`src/rtl/srec_dump.sv`:
```
// srec_dump -- streams a memory region out as Motorola S-record text.
//
// A dump is started by a one-cycle start pulse in IDLE. The region
// [base_address, base_address+length) is read one byte at a time over a
// simple read port. It is emitted as S3 records of up to 16 data bytes each,
// followed by an S7 terminator record. Every record ends with a 0x0A line
// feed.
//
// Optional feature: define SREC_HEADER_EN to emit the fixed header record
// "S0030000FC\n" at the start of every dump.
//
// Ports:
//   clk, reset             rising-edge clock, synchronous active-high reset
//   start                  pulse, sampled in IDLE only
//   base_address, length   dump region, latched on the accepted start
//   mem_address, mem_rd    byte read request, one-cycle strobe
//   mem_data_in            read data, valid the cycle after mem_rd
//   char_out, char_valid   ASCII character stream (source side)
//   char_ready             sink ready
//   busy                   dump in progress
//   done                   one-cycle pulse after the final newline is taken
//   dbg_state              current FSM state encoding, for observation
//
// Character handshake: a character transfers on a rising edge where
// char_valid and char_ready are both high. Once char_valid is raised, it and
// char_out stay unchanged until that transfer. After each transfer, the FSM
// spends one cycle with char_valid low while it loads the next character.
module srec_dump (
  input  logic        clk,
  input  logic        reset,
  input  logic        start,
  input  logic [31:0] base_address,
  input  logic [15:0] length,
  output logic [31:0] mem_address,
  output logic        mem_rd,
  input  logic [7:0]  mem_data_in,
  output logic [7:0]  char_out,
  output logic        char_valid,
  input  logic        char_ready,
  output logic        busy,
  output logic        done,
  output logic [3:0]  dbg_state
);

  typedef enum logic [3:0] {
    IDLE  = 4'd0,
`ifdef SREC_HEADER_EN
    HDR   = 4'd1,
`endif
    REC_S = 4'd2,
    REC_T = 4'd3,
    COUNT = 4'd4,
    ADDR  = 4'd5,
    FETCH = 4'd6,
    WAIT  = 4'd7,
    DATA  = 4'd8,
    CSUM  = 4'd9,
    EOL   = 4'd10,
    TERM  = 4'd11,
    DONE  = 4'd12
  } state_e;

  state_e      state_q;
  logic [31:0] base_q;
  logic [15:0] len_q;
  logic [15:0] off_q;        // offset of the next byte to fetch
  logic [4:0]  rec_n_q;      // data bytes in the current record
  logic [4:0]  rec_left_q;   // data bytes still to fetch in this record
  logic [31:0] rec_addr_q;
  logic [7:0]  csum_q;
  logic [7:0]  data_q;
  logic [3:0]  idx_q;        // character index within the current field
  logic [7:0]  char_out_q;
  logic        char_valid_q;
  logic [31:0] mem_addr_q;
  logic        mem_rd_q;
  logic        busy_q;
  logic        done_q;

  // Combinational helpers
  logic [15:0] remain_d;
  logic [4:0]  rec_n_d;
  logic [31:0] fetch_addr_d;
  logic [7:0]  count_byte;
  logic [7:0]  addr_sum;
  logic [7:0]  term_csum;
  logic [7:0]  emit_char;
  logic        emit_last;

  function automatic logic [7:0] hex_ascii(input logic [3:0] n);
    return (n < 4'd10) ? (8'h30 + {4'h0, n}) : (8'h37 + {4'h0, n});
  endfunction

  // Nibble i of a 32-bit word, i = 0 being the most significant.
  function automatic logic [3:0] nibble_of(input logic [31:0] w, input logic [2:0] i);
    return 4'(w >> {~i, 2'b00});
  endfunction

  function automatic logic [7:0] byte_sum(input logic [31:0] w);
    return w[31:24] + w[23:16] + w[15:8] + w[7:0];
  endfunction

`ifdef SREC_HEADER_EN
  function automatic logic [7:0] hdr_char(input logic [3:0] i);
    logic [7:0] c;
    case (i)
      4'd0:    c = "S";
      4'd1:    c = "0";
      4'd2:    c = "0";
      4'd3:    c = "3";
      4'd4:    c = "0";
      4'd5:    c = "0";
      4'd6:    c = "0";
      4'd7:    c = "0";
      4'd8:    c = "F";
      4'd9:    c = "C";
      default: c = 8'h0A;
    endcase
    return c;
  endfunction
`endif

  assign remain_d     = len_q - off_q;
  assign rec_n_d      = (remain_d > 16'd16) ? 5'd16 : remain_d[4:0];
  // 32-bit add wraps modulo 2^32, so a record may run through 0xFFFFFFFF.
  assign fetch_addr_d = base_q + {16'h0000, off_q};
  assign count_byte   = {3'b000, rec_n_q} + 8'd5;
  assign addr_sum     = byte_sum(rec_addr_q);
  assign term_csum    = ~(8'h05 + byte_sum(base_q));

  // Character that the current state emits at position idx_q, and whether
  // it is the last character of that state's field.
  always_comb begin
    emit_char = 8'h00;
    emit_last = 1'b0;
    case (state_q)
`ifdef SREC_HEADER_EN
      HDR: begin
        emit_char = hdr_char(idx_q);
        emit_last = (idx_q == 4'd10);
      end
`endif
      REC_S: begin
        emit_char = "S";
        emit_last = 1'b1;
      end
      REC_T: begin
        emit_char = "3";
        emit_last = 1'b1;
      end
      COUNT: begin
        emit_char = hex_ascii(idx_q[0] ? count_byte[3:0] : count_byte[7:4]);
        emit_last = idx_q[0];
      end
      ADDR: begin
        emit_char = hex_ascii(nibble_of(rec_addr_q, idx_q[2:0]));
        emit_last = (idx_q == 4'd7);
      end
      DATA: begin
        emit_char = hex_ascii(idx_q[0] ? data_q[3:0] : data_q[7:4]);
        emit_last = idx_q[0];
      end
      CSUM: begin
        emit_char = hex_ascii(idx_q[0] ? ~csum_q[3:0] : ~csum_q[7:4]);
        emit_last = idx_q[0];
      end
      EOL: begin
        emit_char = 8'h0A;
        emit_last = 1'b1;
      end
      TERM: begin
        // "S705" + 8 address digits + 2 checksum digits + LF
        if (idx_q == 4'd0)       emit_char = "S";
        else if (idx_q == 4'd1)  emit_char = "7";
        else if (idx_q == 4'd2)  emit_char = "0";
        else if (idx_q == 4'd3)  emit_char = "5";
        else if (idx_q <= 4'd11) emit_char = hex_ascii(nibble_of(base_q, idx_q[2:0] - 3'd4));
        else if (idx_q == 4'd12) emit_char = hex_ascii(term_csum[7:4]);
        else if (idx_q == 4'd13) emit_char = hex_ascii(term_csum[3:0]);
        else                     emit_char = 8'h0A;
        emit_last = (idx_q == 4'd14);
      end
      default: begin
        emit_char = 8'h00;
        emit_last = 1'b0;
      end
    endcase
  end

  always_ff @(posedge clk) begin
    if (reset) begin
      state_q      <= IDLE;
      base_q       <= '0;
      len_q        <= '0;
      off_q        <= '0;
      rec_n_q      <= '0;
      rec_left_q   <= '0;
      rec_addr_q   <= '0;
      csum_q       <= '0;
      data_q       <= '0;
      idx_q        <= '0;
      char_out_q   <= '0;
      char_valid_q <= 1'b0;
      mem_addr_q   <= '0;
      mem_rd_q     <= 1'b0;
      busy_q       <= 1'b0;
      done_q       <= 1'b0;
    end else begin
      // mem_rd is raised only on entry to FETCH, which lasts one cycle.
      mem_rd_q <= 1'b0;
      done_q   <= 1'b0;
      case (state_q)
        IDLE: begin
          if (start) begin
            base_q <= base_address;
            len_q  <= length;
            off_q  <= '0;
            idx_q  <= '0;
            busy_q <= 1'b1;
`ifdef SREC_HEADER_EN
            state_q <= HDR;
`else
            state_q <= (length == 16'd0) ? TERM : REC_S;
`endif
          end
        end
        FETCH: state_q <= WAIT;
        WAIT: begin
          data_q     <= mem_data_in;
          csum_q     <= csum_q + mem_data_in;
          off_q      <= off_q + 16'd1;
          rec_left_q <= rec_left_q - 5'd1;
          state_q    <= DATA;
        end
        DONE: state_q <= IDLE;
        default: begin
          // Character-emitting states: load, wait for the transfer, advance.
          if (state_q == REC_S) csum_q <= '0;
          if (!char_valid_q) begin
            char_out_q   <= emit_char;
            char_valid_q <= 1'b1;
          end else if (char_ready) begin
            char_valid_q <= 1'b0;
            idx_q        <= idx_q + 4'd1;
            if (emit_last) begin
              idx_q <= '0;
              case (state_q)
`ifdef SREC_HEADER_EN
                HDR: state_q <= (len_q == 16'd0) ? TERM : REC_S;
`endif
                REC_S: begin
                  rec_n_q    <= rec_n_d;
                  rec_left_q <= rec_n_d;
                  rec_addr_q <= fetch_addr_d;
                  state_q    <= REC_T;
                end
                REC_T: state_q <= COUNT;
                COUNT: begin
                  csum_q  <= csum_q + count_byte;
                  state_q <= ADDR;
                end
                ADDR: begin
                  csum_q     <= csum_q + addr_sum;
                  mem_rd_q   <= 1'b1;
                  mem_addr_q <= fetch_addr_d;
                  state_q    <= FETCH;
                end
                DATA: begin
                  if (rec_left_q != 5'd0) begin
                    mem_rd_q   <= 1'b1;
                    mem_addr_q <= fetch_addr_d;
                    state_q    <= FETCH;
                  end else begin
                    state_q <= CSUM;
                  end
                end
                CSUM: state_q <= EOL;
                EOL:  state_q <= (off_q == len_q) ? TERM : REC_S;
                TERM: begin
                  busy_q  <= 1'b0;
                  done_q  <= 1'b1;
                  state_q <= DONE;
                end
                default: state_q <= IDLE;
              endcase
            end
          end
        end
      endcase
    end
  end

  assign mem_address = mem_addr_q;
  assign mem_rd      = mem_rd_q;
  assign char_out    = char_out_q;
  assign char_valid  = char_valid_q;
  assign busy        = busy_q;
  assign done        = done_q;
  assign dbg_state   = state_q;

endmodule

```
`config.mk`:
```
export PLATFORM = sky130hd
export DESIGN_NAME = srec_dump
export DESIGN_NICKNAME = d
export VERILOG_FILES = /design/src/rtl/srec_dump.sv
export SDC_FILE = /design/constraint.sdc
export NUM_CORES = 1
export LEC_CHECK = 0
export BUFFER_PORTS_ARGS = -buffer_cell sky130_fd_sc_hd__buf_2
export CORE_MARGIN = 2
export CORE_UTILIZATION = 45
export CTS_CLUSTER_SIZE = 16
export DETAILED_ROUTE_END_ITERATION = 16
export PLACE_DENSITY_LB_ADDON = 0.2
export REMOVE_ABC_BUFFERS = 1
export SYNTH_ARGS = -nofsm -noshare
export SYNTH_HDL_FRONTEND = slang
export SYNTH_SLANG_ARGS = --single-unit
```
`constraint.sdc`:
```
create_clock -name clk -period 6.2 [get_ports clk]
set_input_delay 0 -clock clk [delete_from_list [all_inputs] [get_ports clk]]
set_output_delay 0 -clock clk [all_outputs]
set_load 0.005 [all_outputs]
```
==> Word level (Yosys, flattened, before mapping) <==
Index checks and enable logic that the tools add are counted.
{ "totals": {"ff_bits": 174, "input_bits": 60, "output_inout_bits": 48, "word_cells": 182} }
{ "op_classes": {"n_addsub": 31, "n_lt_le_gt_ge": 9, "eq_ne": 21, "shift": 2, "mux": 60, "bitwise": 11, "n_reduce_logical": 32} }
{ "op_table": {"columns": ["cell", "count"], "rows": [
  ["6-bit by 4-bit adder with 7-bit output (first input constant)", 14],
  ["7-bit two-way mux", 14],
  ["8-bit adder", 8],
  ["32-bit one-hot mux with 2 select lines", 1],
  ["32-bit by 5-bit >> shifter with 4-bit output", 2],
  ["4-bit two-way mux", 14],
  ["7-bit one-hot mux with 8 select lines", 1],
  ["32-bit by 16-bit adder with 32-bit output", 1],
  ["4-bit == test (second input constant)", 8],
  ["32-bit two-way mux", 1],
  ["8-bit two-way mux", 4],
  ["16-bit one-hot mux with 2 select lines", 1],
  ["4-bit one-hot mux with 8 select lines", 1],
  ["8-bit one-hot mux with 2 select lines", 2],
  ["4-bit less-than comparator (second input constant)", 7],
  ["5-bit two-way mux", 5],
  ["4-bit by 3-bit == test with 1-bit output (second input constant)", 5],
  ["2-bit nonzero test", 10],
  ["5-bit nonzero test", 4],
  ["16-bit by 1-bit adder with 16-bit output (second input constant)", 1],
  ["16-bit == test", 1],
  ["4-bit by 2-bit == test with 1-bit output (second input constant)", 4],
  ["16-bit by 5-bit greater-than comparator with 1-bit output (second input constant)", 1],
  ["16-bit zero test", 1],
  ["other kinds (29)", 55]
]} }

==> Depth between registers and ports, before layout <==
{ "depth": {"word_depth": 15, "mapped_depth": 17} }

==> Worst setup path after synthesis <==
Ideal clock, no wire load.
{ "synth_timing": {"path_kind": "flip-flop to flip-flop", "start": "register base_q[1]", "end": "register char_out_q[1], in the netlist char_out[1]", "setup_ps": 70, "t_arrival_ps": 3777, "required_time_ps": 6130, "slack_ps": 2353, "path_stages_with_launch": 15, "synth_period_minus_slack_ps": 3847, "path_cell_list": "dfxtp_1 inv_1 fa_1 inv_1 fa_1 fa_1 inv_1 fa_1 nor2b_1 o21ai_0 a21oi_1 ha_1 a22o_1 a311o_1 a21oi_1"} }
{ "synth_between": {"elab_chain_cells": 13} }
{ "synth_rtl": {"columns": ["element", "line_no", "source"], "rows": [
  ["start, declared", "64", "logic [31:0] base_q;"],
  ["start signal, assigned", "215", "base_q <= base_address;"],
  ["8-bit adder", "100", "return w[31:24] + w[23:16] + w[15:8] + w[7:0];"],
  ["3-bit by 8-bit adder with 8-bit output", "129", "assign term_csum = ~(8'h05 + byte_sum(base_q));"],
  ["8-bit NOT", "129", null],
  ["6-bit by 4-bit adder with 7-bit output / 4-bit less-than comparator (equally long branches)", "91", "return (n < 4'd10) ? (8'h30 + {4'h0, n}) : (8'h37 + {4'h0, n});"],
  ["7-bit two-way mux", "91", null],
  ["7-bit two-way mux", "179", "else if (idx_q == 4'd13) emit_char = hex_ascii(term_csum[3:0]);"],
  ["7-bit two-way mux", "178", "else if (idx_q == 4'd12) emit_char = hex_ascii(term_csum[7:4]);"],
  ["7-bit two-way mux (*)", "177", "else if (idx_q <= 4'd11) emit_char = hex_ascii(nibble_of(base_q, idx_q[2:0] - 3'd4));"],
  ["7-bit two-way mux (*)", "176", "else if (idx_q == 4'd3) emit_char = \"5\";"],
  ["7-bit two-way mux (*)", "175", "else if (idx_q == 4'd2) emit_char = \"0\";"],
  ["7-bit two-way mux (*)", "174", "else if (idx_q == 4'd1) emit_char = \"7\";"],
  ["7-bit two-way mux (*)", "173", "if (idx_q == 4'd0) emit_char = \"S\";"],
  ["7-bit one-hot mux with 8 select lines (*)", "136", "case (state_q)"],
  ["end signal, assigned", "240", "char_out_q <= emit_char;"],
  ["end, declared", "73", "logic [7:0] char_out_q;"]
]} }
Every way passes the cells marked *; elsewhere a longest branch is shown, timed or not.
A chain may end at the register's enable or synchronous reset.

==> Worst setup path in the final report <==
{ "layout_timing": {"start": "register base_q[1]", "end": "register char_out_q[4], in the netlist char_out[4]"} }
The elaborated chain is that of the path after synthesis.

==> run_results.csv <==
group,metric,value,unit
floorplan,ios,108,
detailed_routing,vias_per_cell,5.67,
setup_path,cp-end-kind,"register",
final_layout,fin_nets,1816,
setup_path,cp_data_arrival_time,4.54,ns
sta,drv_slew,0,
final_layout,post-route-util,0.533,
floorplan,dieArea,0.0291,sq mm
sta,skew,0.0146,ns
synthesis,synthCells,1519,
global_routing,antenna_found_initial,1,
detailed_routing,routed_wl,36400,um
synthesis,ys.flop_type,"dfxtp_1",
floorplan,die_h,171,um
setup_path,cp_max_fo,6,
placed_design,numPortBuffers,106,
power,pwr_density_cell,336,mW/mm^2
floorplan,num_rows,60,
global_routing,track_usage,0.253,
detailed_routing,drt-initial-drc-count,759,
placed_design,place_congestion,0.898,
final_layout,drive_gt1_frac,0.130,
sta,fin_ws,1.98,ns
global_routing,grt_pass1_vias,10800,
clock_tree,clock-sinks,173,
synthesis,synth_warnings,0,
synthesis,synth-seq-area-share,0.277,
detailed_routing,antenna_left,0,
floorplan,start_util,0.461,
sta,layout_min_cycle_time,4.22,ns
job,drv_cap,0,
power,power.leakage,5.80,nW
final_layout,fin_cells,2023,
detailed_routing,wl_per_cell,18.0,um
clock_tree,cts_buffer_depth,2,
synthesis,async_flop_share,0,
clock_tree,cts.repair.resized,0,
setup_path,critPathRequiredTime,6.52,ns
sta,setup_violations,0,
sta,fmax,0.237,GHz
floorplan,die_w,171,um
placed_design,placedCellCount,1935,
placed_design,dpl_worst_slack,2.03,ns
final_layout,diodes,0,
global_routing,overflow,0,
hold_path,hold_class,"primary input to register",
sta,fin_crit_sh,0.680,
setup_path,criticalPathCategory,"register to register",
sta,fin_setup_tns,0,ns
detailed_routing,num_vias,11500,
outcome,status,"finished clean",
global_routing,grt_pass1_wl,57700,um
clock_tree,path_clk_slew,0.07,ns
synthesis,synth.ff_latch_count,173,
power,total_power,4.85,mW
synthesis,synthesis.area,0.0125,sq mm
placed_design,dp_hpwl,26900,um
sta,slew_headroom,0.382,
global_routing,grt_max_degree,80,
sta,hold_violations,0,
floorplan,core,0.0271,sq mm
synthesis,avgSynthCellArea,8.22,sq um
detailed_routing,drc,0,
final_layout,fillers,2582,
power,irDropWorstVdd,0.185,mV
clock_tree,htreeDepth,4,
final_layout,area_delta_synth_final,15.7,%
setup_path,start_kind,"register",
sta,rsz0062_at_grt,"no",
clock_tree,insertion_delay,0.44,ns
clock_tree,tritoncts,"done",
sta,worst_slew_pin_slew,0.924,ns
clock_tree,clockRootBuffer,"clkbuf_16",
clock_tree,numCtsBuffers,17,
synthesis,synth_edf_count,0,
detailed_routing,drt-pass1-iter-count,5,
synthesis,synth.distinct_cells,102,
critical path: stages (launching register included):
cell and delay (ns):
dfxtp_1 0.38, inv_1 0.11, fa_1 0.54, inv_1 0.05, fa_1 0.40, fa_1 0.53
inv_1 0.07, fa_1 0.46, nor2b_1 0.17, o31a_1 0.16, o22ai_1 0.12, xnor2_2 0.31
nand3_1 0.11, a31oi_1 0.25, a31oi_1 0.13, o31a_1 0.30
final timing paths:
path	from	end	slack [ns]	cells past startpoint
max	base_q[1]	char_out[4]	1.98	15
min	char_ready	done	0.02	3
max reg2reg	base_q[1]	char_out[4]	1.98	15
min reg2reg	mem_address[0]	mem_address[0]	0.45	2
cell type report:
cell class	count	area, sq um	share of cell area
multi-input cells	1186	8350	0.578
flip-flops and latches	173	3460	0.240
repair buffers	177	1210	0.0835
well taps	372	465	0.0322
clock buffers	17	425	0.0295
inverters	83	312	0.0216
clock inverters	15	220	0.0152
synthesized netlist by cell type (all sizes together) (13+ instances only):
master	instances	area, sq um
a211oi	46	375
a21o	17	128
a21oi	173	885
buf	33	199
clkbuf	44	170
dfxtp	173	3460
fa	37	741
ha	81	1010
inv	82	308
mux2i	20	225
mux4	16	364
nand2	231	867
nand2b	18	113
nand3	32	165
nand3b	13	110
nand4	14	87.6
nor2	116	445
nor3	24	136
nor4	13	115
o21a	15	113
o21ai	71	355
xnor2	49	437
xor2	37	324
routing by layer:
| layer | up-vias | wire length [um] | global-route usage |
|---|---|---|---|
| met3 | 53 | 2110 | 0.0437 |
| met4 | 2 | 753 | 0.0673 |
| met2 | 317 | 16800 | 0.416 |
| li1 | 5641 | - | - |
| met5 | - | 13 | 0 |
| met1 | 5451 | 16700 | 0.344 |
sequential cells by signal (all words and copies together), names as in the netlist:
| register | flops |
|---|---|
| busy | 1 |
| mem_rd | 1 |
| dbg_state | 4 |
| char_valid | 1 |
| mem_address | 32 |
| csum_q | 8 |
| rec_addr_q | 32 |
| rec_left_q | 5 |
| char_out | 7 |
| off_q | 16 |
| len_q | 16 |
| data_q | 8 |
| idx_q | 4 |
| base_q | 32 |
| rec_n_q | 5 |
| done | 1 |
metrics by stage:
stage | hold slack, ns | cell area [sq um]
floorplan | 0.0646 | 12100
global placement | 0.248 | 13200
CTS | 0.00196 | 14400
finish | 0.0249 | 14400
global route | 0.0423 | 14400
detailed placement | 0.247 | 13200
placed cells by master, fill, tap and decap left out, types with 31 or more instances in the layout:
master and instances:
xor2_1 37, fa_1 37, dfxtp_1 173, a21oi_1 170, inv_1 81, ha_1 81, xnor2_1 48, dlygate4sd3_1 56
nand2_1 230, o21ai_0 58, buf_2 105, a211oi_1 40, nand3_1 31, nor2_1 114
power breakdown:
| part | switching, mW | internal, mW | leakage [nW] |
|---|---|---|---|
| sequential | 0.125 | 1.21 | 1.40 |
| clock | 0.537 | 0.660 | 0.316 |
| combinational | 1.42 | 0.893 | 4.08 |
| total | 2.08 | 2.77 | 5.80 |
what timing repair did:
item,CTS,global route
hold endpoints to repair,58,0
buffers inserted,0,0
hold buffers,56,0
cells by family (layout without fill, tap and decap cells):
family,Yosys count,after routing,synth area share
buf+inv,160,292,0.0545
compound gates,430,430,0.220
mux,42,42,0.0526
other cells,1,1,0.000300
fa+ha+maj,118,118,0.141
simple gates,509,509,0.193
xor+xnor,86,86,0.0609
flops,173,173,0.277
Note: power is estimated with default switching activity, not from simulation.
